### src/rtl/seq_alu.sv
// Multi-cycle ALU: single-cycle arithmetic/logic/shift ops, radix-2 Booth multiply and
// non-restoring divide, driven by a start/busy/done handshake.
module seq_alu #(
  parameter int unsigned W  = 32,
  parameter int unsigned SW = $clog2(W)
) (
  input  logic         clock,
  input  logic         clear,
  input  logic         start,
  input  logic [4:0]   opcode,
  input  logic [W-1:0] Ra,
  input  logic [W-1:0] Rb,
  output logic         busy,
  output logic         done,
  output logic         div_zero,
  output logic [W-1:0] ZHI,
  output logic [W-1:0] ZLO
);

  localparam int unsigned CW = SW + 1;

  localparam logic [4:0] OpAdd = 5'b00011;
  localparam logic [4:0] OpSub = 5'b00100;
  localparam logic [4:0] OpShr = 5'b00101;
  localparam logic [4:0] OpShl = 5'b00110;
  localparam logic [4:0] OpRor = 5'b00111;
  localparam logic [4:0] OpRol = 5'b01000;
  localparam logic [4:0] OpAnd = 5'b01001;
  localparam logic [4:0] OpOr  = 5'b01010;
  localparam logic [4:0] OpMul = 5'b01110;
  localparam logic [4:0] OpDiv = 5'b01111;
  localparam logic [4:0] OpNeg = 5'b10000;
  localparam logic [4:0] OpNot = 5'b10001;

  typedef enum logic [1:0] {StIdle, StRun, StFin} state_e;

  state_e        state_q, state_d;
  logic [CW-1:0] cnt_q, cnt_d;
  logic          busy_q, busy_d;
  logic          done_q, done_d;
  logic          dz_q, dz_d;
  logic [W-1:0]  zhi_q, zhi_d, zlo_q, zlo_d;
  // Iteration datapath: acc is the W+1 bit partial product / partial remainder.
  logic [W:0]    acc_q, acc_d;
  logic [W-1:0]  q_q, q_d;
  logic          qm1_q, qm1_d;
  logic [W:0]    m_q, m_d;
  logic          isdiv_q, isdiv_d;
  logic          neg_q, neg_d;
  logic          rneg_q, rneg_d;

  logic [SW-1:0] n;
  logic [CW-1:0] nc;
  logic [W-1:0]  sc_hi, sc_lo;
  logic          sc_dz;
  logic          is_multi;
  logic [W-1:0]  a_abs, b_abs;
  logic [W:0]    mul_sum, div_sh, div_sum;
  logic [W-1:0]  rem, fin_hi, fin_lo;

  assign n        = Rb[SW-1:0];
  assign nc       = CW'(W) - CW'(n);
  assign is_multi = (opcode == OpMul) || ((opcode == OpDiv) && (Rb != '0));
  assign a_abs    = Ra[W-1] ? -Ra : Ra;
  assign b_abs    = Rb[W-1] ? -Rb : Rb;

  always_comb begin
    sc_hi = '0;
    sc_lo = '0;
    sc_dz = 1'b0;
    case (opcode)
      OpAdd: sc_lo = Ra + Rb;
      OpSub: sc_lo = Ra - Rb;
      OpShr: sc_lo = Ra >> n;
      OpShl: sc_lo = Ra << n;
      OpRor: sc_lo = (Ra >> n) | (Ra << nc);
      OpRol: sc_lo = (Ra << n) | (Ra >> nc);
      OpAnd: sc_lo = Ra & Rb;
      OpOr:  sc_lo = Ra | Rb;
      OpNeg: sc_lo = -Ra;
      OpNot: sc_lo = ~Ra;
      OpDiv: begin
        // Only reached with Rb == 0; nonzero divisors take the iterative path.
        sc_lo = '1;
        sc_hi = Ra;
        sc_dz = 1'b1;
      end
      default: ;
    endcase
  end

  always_comb begin
    mul_sum = acc_q;
    case ({q_q[0], qm1_q})
      2'b01:   mul_sum = acc_q + m_q;
      2'b10:   mul_sum = acc_q - m_q;
      default: mul_sum = acc_q;
    endcase
    div_sh  = {acc_q[W-1:0], q_q[W-1]};
    div_sum = acc_q[W] ? div_sh + m_q : div_sh - m_q;
    rem     = acc_q[W] ? acc_q[W-1:0] + m_q[W-1:0] : acc_q[W-1:0];
    if (isdiv_q) begin
      fin_lo = neg_q ? -q_q : q_q;
      fin_hi = rneg_q ? -rem : rem;
    end else begin
      fin_lo = q_q;
      fin_hi = acc_q[W-1:0];
    end
  end

  always_comb begin
    state_d = state_q;
    cnt_d   = cnt_q;
    busy_d  = busy_q;
    done_d  = 1'b0;
    dz_d    = 1'b0;
    zhi_d   = zhi_q;
    zlo_d   = zlo_q;
    acc_d   = acc_q;
    q_d     = q_q;
    qm1_d   = qm1_q;
    m_d     = m_q;
    isdiv_d = isdiv_q;
    neg_d   = neg_q;
    rneg_d  = rneg_q;
    unique case (state_q)
      StIdle: begin
        if (start) begin
          if (is_multi) begin
            acc_d   = '0;
            qm1_d   = 1'b0;
            isdiv_d = (opcode == OpDiv);
            neg_d   = Ra[W-1] ^ Rb[W-1];
            rneg_d  = Ra[W-1];
            if (opcode == OpDiv) begin
              q_d = a_abs;
              m_d = {1'b0, b_abs};
            end else begin
              q_d = Rb;
              m_d = {Ra[W-1], Ra};
            end
            cnt_d   = CW'(W);
            busy_d  = 1'b1;
            state_d = StRun;
          end else begin
            zhi_d  = sc_hi;
            zlo_d  = sc_lo;
            dz_d   = sc_dz;
            done_d = 1'b1;
          end
        end
      end
      StRun: begin
        if (isdiv_q) begin
          acc_d = div_sum;
          q_d   = {q_q[W-2:0], ~div_sum[W]};
        end else begin
          acc_d = {mul_sum[W], mul_sum[W:1]};
          q_d   = {mul_sum[0], q_q[W-1:1]};
          qm1_d = q_q[0];
        end
        cnt_d = cnt_q - CW'(1);
        if (cnt_q == CW'(1)) begin
          state_d = StFin;
          busy_d  = 1'b0;
        end
      end
      StFin: begin
        zhi_d   = fin_hi;
        zlo_d   = fin_lo;
        done_d  = 1'b1;
        busy_d  = 1'b0;
        state_d = StIdle;
      end
      default: state_d = StIdle;
    endcase
  end

  always_ff @(posedge clock or negedge clear) begin
    if (!clear) begin
      state_q <= StIdle;
      cnt_q   <= '0;
      busy_q  <= 1'b0;
      done_q  <= 1'b0;
      dz_q    <= 1'b0;
      zhi_q   <= '0;
      zlo_q   <= '0;
      acc_q   <= '0;
      q_q     <= '0;
      qm1_q   <= 1'b0;
      m_q     <= '0;
      isdiv_q <= 1'b0;
      neg_q   <= 1'b0;
      rneg_q  <= 1'b0;
    end else begin
      state_q <= state_d;
      cnt_q   <= cnt_d;
      busy_q  <= busy_d;
      done_q  <= done_d;
      dz_q    <= dz_d;
      zhi_q   <= zhi_d;
      zlo_q   <= zlo_d;
      acc_q   <= acc_d;
      q_q     <= q_d;
      qm1_q   <= qm1_d;
      m_q     <= m_d;
      isdiv_q <= isdiv_d;
      neg_q   <= neg_d;
      rneg_q  <= rneg_d;
    end
  end

  assign busy     = busy_q;
  assign done     = done_q;
  assign div_zero = dz_q;
  assign ZHI      = zhi_q;
  assign ZLO      = zlo_q;

endmodule

### config.mk
export PLATFORM = sky130hd
export DESIGN_NAME = seq_alu
export DESIGN_NICKNAME = d
export VERILOG_FILES = /design/src/rtl/seq_alu.sv
export SDC_FILE = /design/constraint.sdc
export NUM_CORES = 2
export LEC_CHECK = 0
export CAP_MARGIN = 20
export CORE_ASPECT_RATIO = 0.8
export CORE_MARGIN = 2
export CORE_UTILIZATION = 40
export CTS_BUF_LIST = sky130_fd_sc_hd__clkbuf_4
export DETAILED_ROUTE_END_ITERATION = 16
export GPL_TIMING_DRIVEN = 0
export PLACE_DENSITY_LB_ADDON = 0.3
export REMOVE_ABC_BUFFERS = 1
export SETUP_SLACK_MARGIN = 0.5
export SKIP_LAST_GASP = 1
export SLEW_MARGIN = 40
export SYNTH_ARGS = -nofsm -noshare
export SYNTH_HDL_FRONTEND = slang
export SYNTH_SLANG_ARGS = --single-unit
### constraint.sdc
create_clock -name clock -period 12.7 [get_ports clock]
set_clock_uncertainty 0.15 [all_clocks]
set_input_delay 2.54 -clock clock [delete_from_list [all_inputs] [get_ports clock]]
set_output_delay 2.54 -clock clock [all_outputs]
set_load 0.005 [all_outputs]
==> flow_summary.toml <==
[run_status]
status = "complete, no violations"

[critical_path]
critical_path.endpoint_type = "register"
path_depth = 24
arrival_ps = 9010
cp_num_buf_inv = 3
slowest_stage = "a2111oi_0"
cp_top_family = "compound AO/OA/AOI/OAI gates"
path_cells = "buf_6 > buf_16 > inv_2 > ha_4 > nand3b_1 > or3_1 > nor2_1 > nand2_1 > or4_1 > o21ai_0 > xor2_1 > ha_1 > a21o_1 > a21o_1 > a21oi_1 > o21ai_0 > a2111oi_0 > a21boi_0 > o21ai_0 > a21oi_1 > a41o_1 > xor2_1 > a2111oi_0 > a211oi_1"
cp.required_ps = 13240
max_stage_delay_ps = 570
crit_top_cell = "o21ai_0"
worstPathMaxFanout = 48
crit_type = "input pin to register"
critPathLaunchType = "input pin"
r2r_cells = 18

[detailed_routing]
drtPass1Iterations = 6
vias_per_cell = 6.40
vias = 31300
wl_mm = 122
drt_iter0_drc = 3618
wl_per_cell_um = 24.8
ant_nets = 0
route.detailed.drc = 0

[clock_tree]
tritoncts = "built"
postCtsHoldBufs = 0
clkTransAtPathRegs_ps = 210
cts_buffers = 17
numClockSinks = 177
insertion_delay_ps = 790
cts_root_buf = "clkbuf_4"
postCtsSetupBuffers = 0
h-tree-depth = 4
cts_resized = 0
clockBufferDepth = 2

[timing]
slew_headroom = 0.353
setup_viol = 0
hold_viol_final = 0
timing.final.crit_share = 0.667
rsz0062_at_grt = "no"
worst_pin_slew_ps = 957
timing.final.crit_period_ps = 8470
drv_slew = 0
max_freq_mhz = 118

[floorplanning]
die_x_um = 300
core_area_um2 = 69100
start_util = 0.406
fp-row-count = 86
die_area_um2 = 72300
num_io_pins = 139
die_height_um = 241

[grt]
antenna_found_initial = 4
grt.overflow.total = 0
grt_util_all_layers = 0.328
grt_pass1_wl_mm = 181
grt_max_degree = 66
grt_pass1_vias = 28600

[logic_synthesis]
synth_flop_cell = "dfrtp_1"
synth_mux_area_frac = 0.0820
synth_compound_area_frac = 0.304
synth-xor-area-share = 0.102
ys_types = 99
syn_avg_cell_area_um2 = 6.91
ys_seq_area_frac = 0.158
async_flop_share = 1.00
synthSimpleGateAreaFrac = 0.231
synth_edf_count = 0
synthAdderAreaFrac = 0.0680
ys_warn_count = 0
ys_ff_latch = 177
netlist_instances = 4061
syn_area_um2 = 28000
synth_top_family_by_area = "compound AO/OA/AOI/OAI gates"

[power_and_ir_drop]
p_leak_nw = 12.8
peakVddDrop_v = 0.000155
power.density_nw_per_um2 = 214
power_mw = 6.60

[placement]
portBuffers = 138
hpwl_mm = 94.2
gp_congestion = 1.06
placed_area_um2 = 30500

[layout]
final_common_cell = "nand2_1"
ff_latch_area_um2 = 4440
multi_input_comb_area_um2 = 22400
drive_gt1_frac = 0.0688
fill_cells = 7206
fin_util = 0.446
final_cell_mix = "533 x nand2_1, 475 x nor2_1, 375 x o21ai_0, 367 x a21oi_1, 177 x xor2_1"
area_delta_synth_final_pct = 9.91
finalNetCount = 4178
fin_area_um2 = 30800

[hold_path]
worstHoldPathCells = 2
hold_path.class = "register to register"

[run]
max_cap_violations = 0
-- sequential cells by signal (all words and copies together) (netlist names) --
signal and flops:
acc_q 33, cnt_q 6, q_q 32, busy 1, state_q 2, ZLO 32, div_zero 1, qm1_q 1
m_q 33, done 1, neg_q 1, rneg_q 1, isdiv_q 1, ZHI 32
-- per-stage QoR --
stage | std cells | setup WS [ps] | TNS, ps | hold slack, ps
2_1_floorplan | 3739 | 2700 | 0 | 323
3_3_place_gp | 4801 | -4540 | -425660 | 340
3_5_place_dp | 4861 | 3480 | 0 | 343
4_1_cts | 4893 | 4380 | 0 | 389
5_1_grt | 4896 | 3770 | 0 | 411
6_report | 4898 | 4230 | 0 | 382
-- final timing paths --
path | from | end | slack [ps]
min | ZHI[15] | ZHI[15] | 380
max | Rb[0] | ZLO[29] | 4230
max reg2reg | m_q[2] | acc_q[32] | 6700
min in group asynchronous | clear | acc_q[5] | 1380
min reg2reg | ZHI[15] | ZHI[15] | 380
max in group asynchronous | clear | m_q[26] | 10170
-- tightest hold or removal path, stage by stage, from the launching register on --
cell and delay [ps]:
dfrtp_1 380, nor2_1 50, nor2_1 80
-- synthesized netlist by cell type (all sizes together) (7+ instances only) --
cell	instances	area share
nand2	535	0.072
nor2	487	0.065
o21ai	390	0.070
a21oi	367	0.065
clkbuf	258	0.035
xor2	178	0.056
dfrtp	177	0.16
xnor2	148	0.046
ha	146	0.065
mux2i	146	0.052
a21o	84	0.023
nor3	81	0.014
inv	78	0.010
a211oi	65	0.018
buf	64	0.0096
a221oi	58	0.018
nand3	58	0.010
a31oi	51	0.012
mux2	48	0.019
or3	48	0.011
o22ai	46	0.010
nand2b	40	0.0089
o211ai	36	0.0096
o221ai	34	0.011
nand4	30	0.0067
nor2b	30	0.0067
o31ai	28	0.0080
o21a	26	0.0070
and3	25	0.0056
and2	24	0.0054
nor4	22	0.0054
or4	18	0.0052
or2	16	0.0036
mux4	13	0.010
o2111ai	13	0.0041
a2111oi	11	0.0035
a21boi	11	0.0029
a22o	10	0.0031
a22oi	9	0.0024
and4	8	0.0025
nand3b	8	0.0021
a222oi	7	0.0025
o311ai	7	0.0022
o41ai	7	0.0025
-- power breakdown --
group | internal (mW) | switching (mW) | leakage [nW]
combinational | 2.08 | 2.91 | 10.4
sequential | 0.809 | 0.426 | 2.23
clock | 0.0946 | 0.281 | 0.159
total | 2.99 | 3.62 | 12.8
-- cell type report --
type                            instances  area share
Tap cell                              924      0.0375
Clock inverter                         15     0.00605
Multi-Input combinational cell       3481       0.725
Antenna cell                            5    0.000406
Sequential cell                       177       0.144
Clock buffer                           17     0.00414
Timing Repair Buffer                  198      0.0722
Inverter                               81      0.0104
-- logic make-up after synthesis --
family	after synthesis
simple gates	1449
compound gates	1349
buf+inv	403
xor+xnor	326
mux	207
flops	177
fa+ha+maj	150
-- metal layers --
metal  GRT usage  wire length [µm]  vias up
met3      0.0588             12000      315
met2       0.512             52600     1707
met1       0.445             51300    14800
li1            -                 -    14500
met5           0                11        -
met4       0.142              5610        2
No activity file was read; power rests on OpenSTA's default activity.
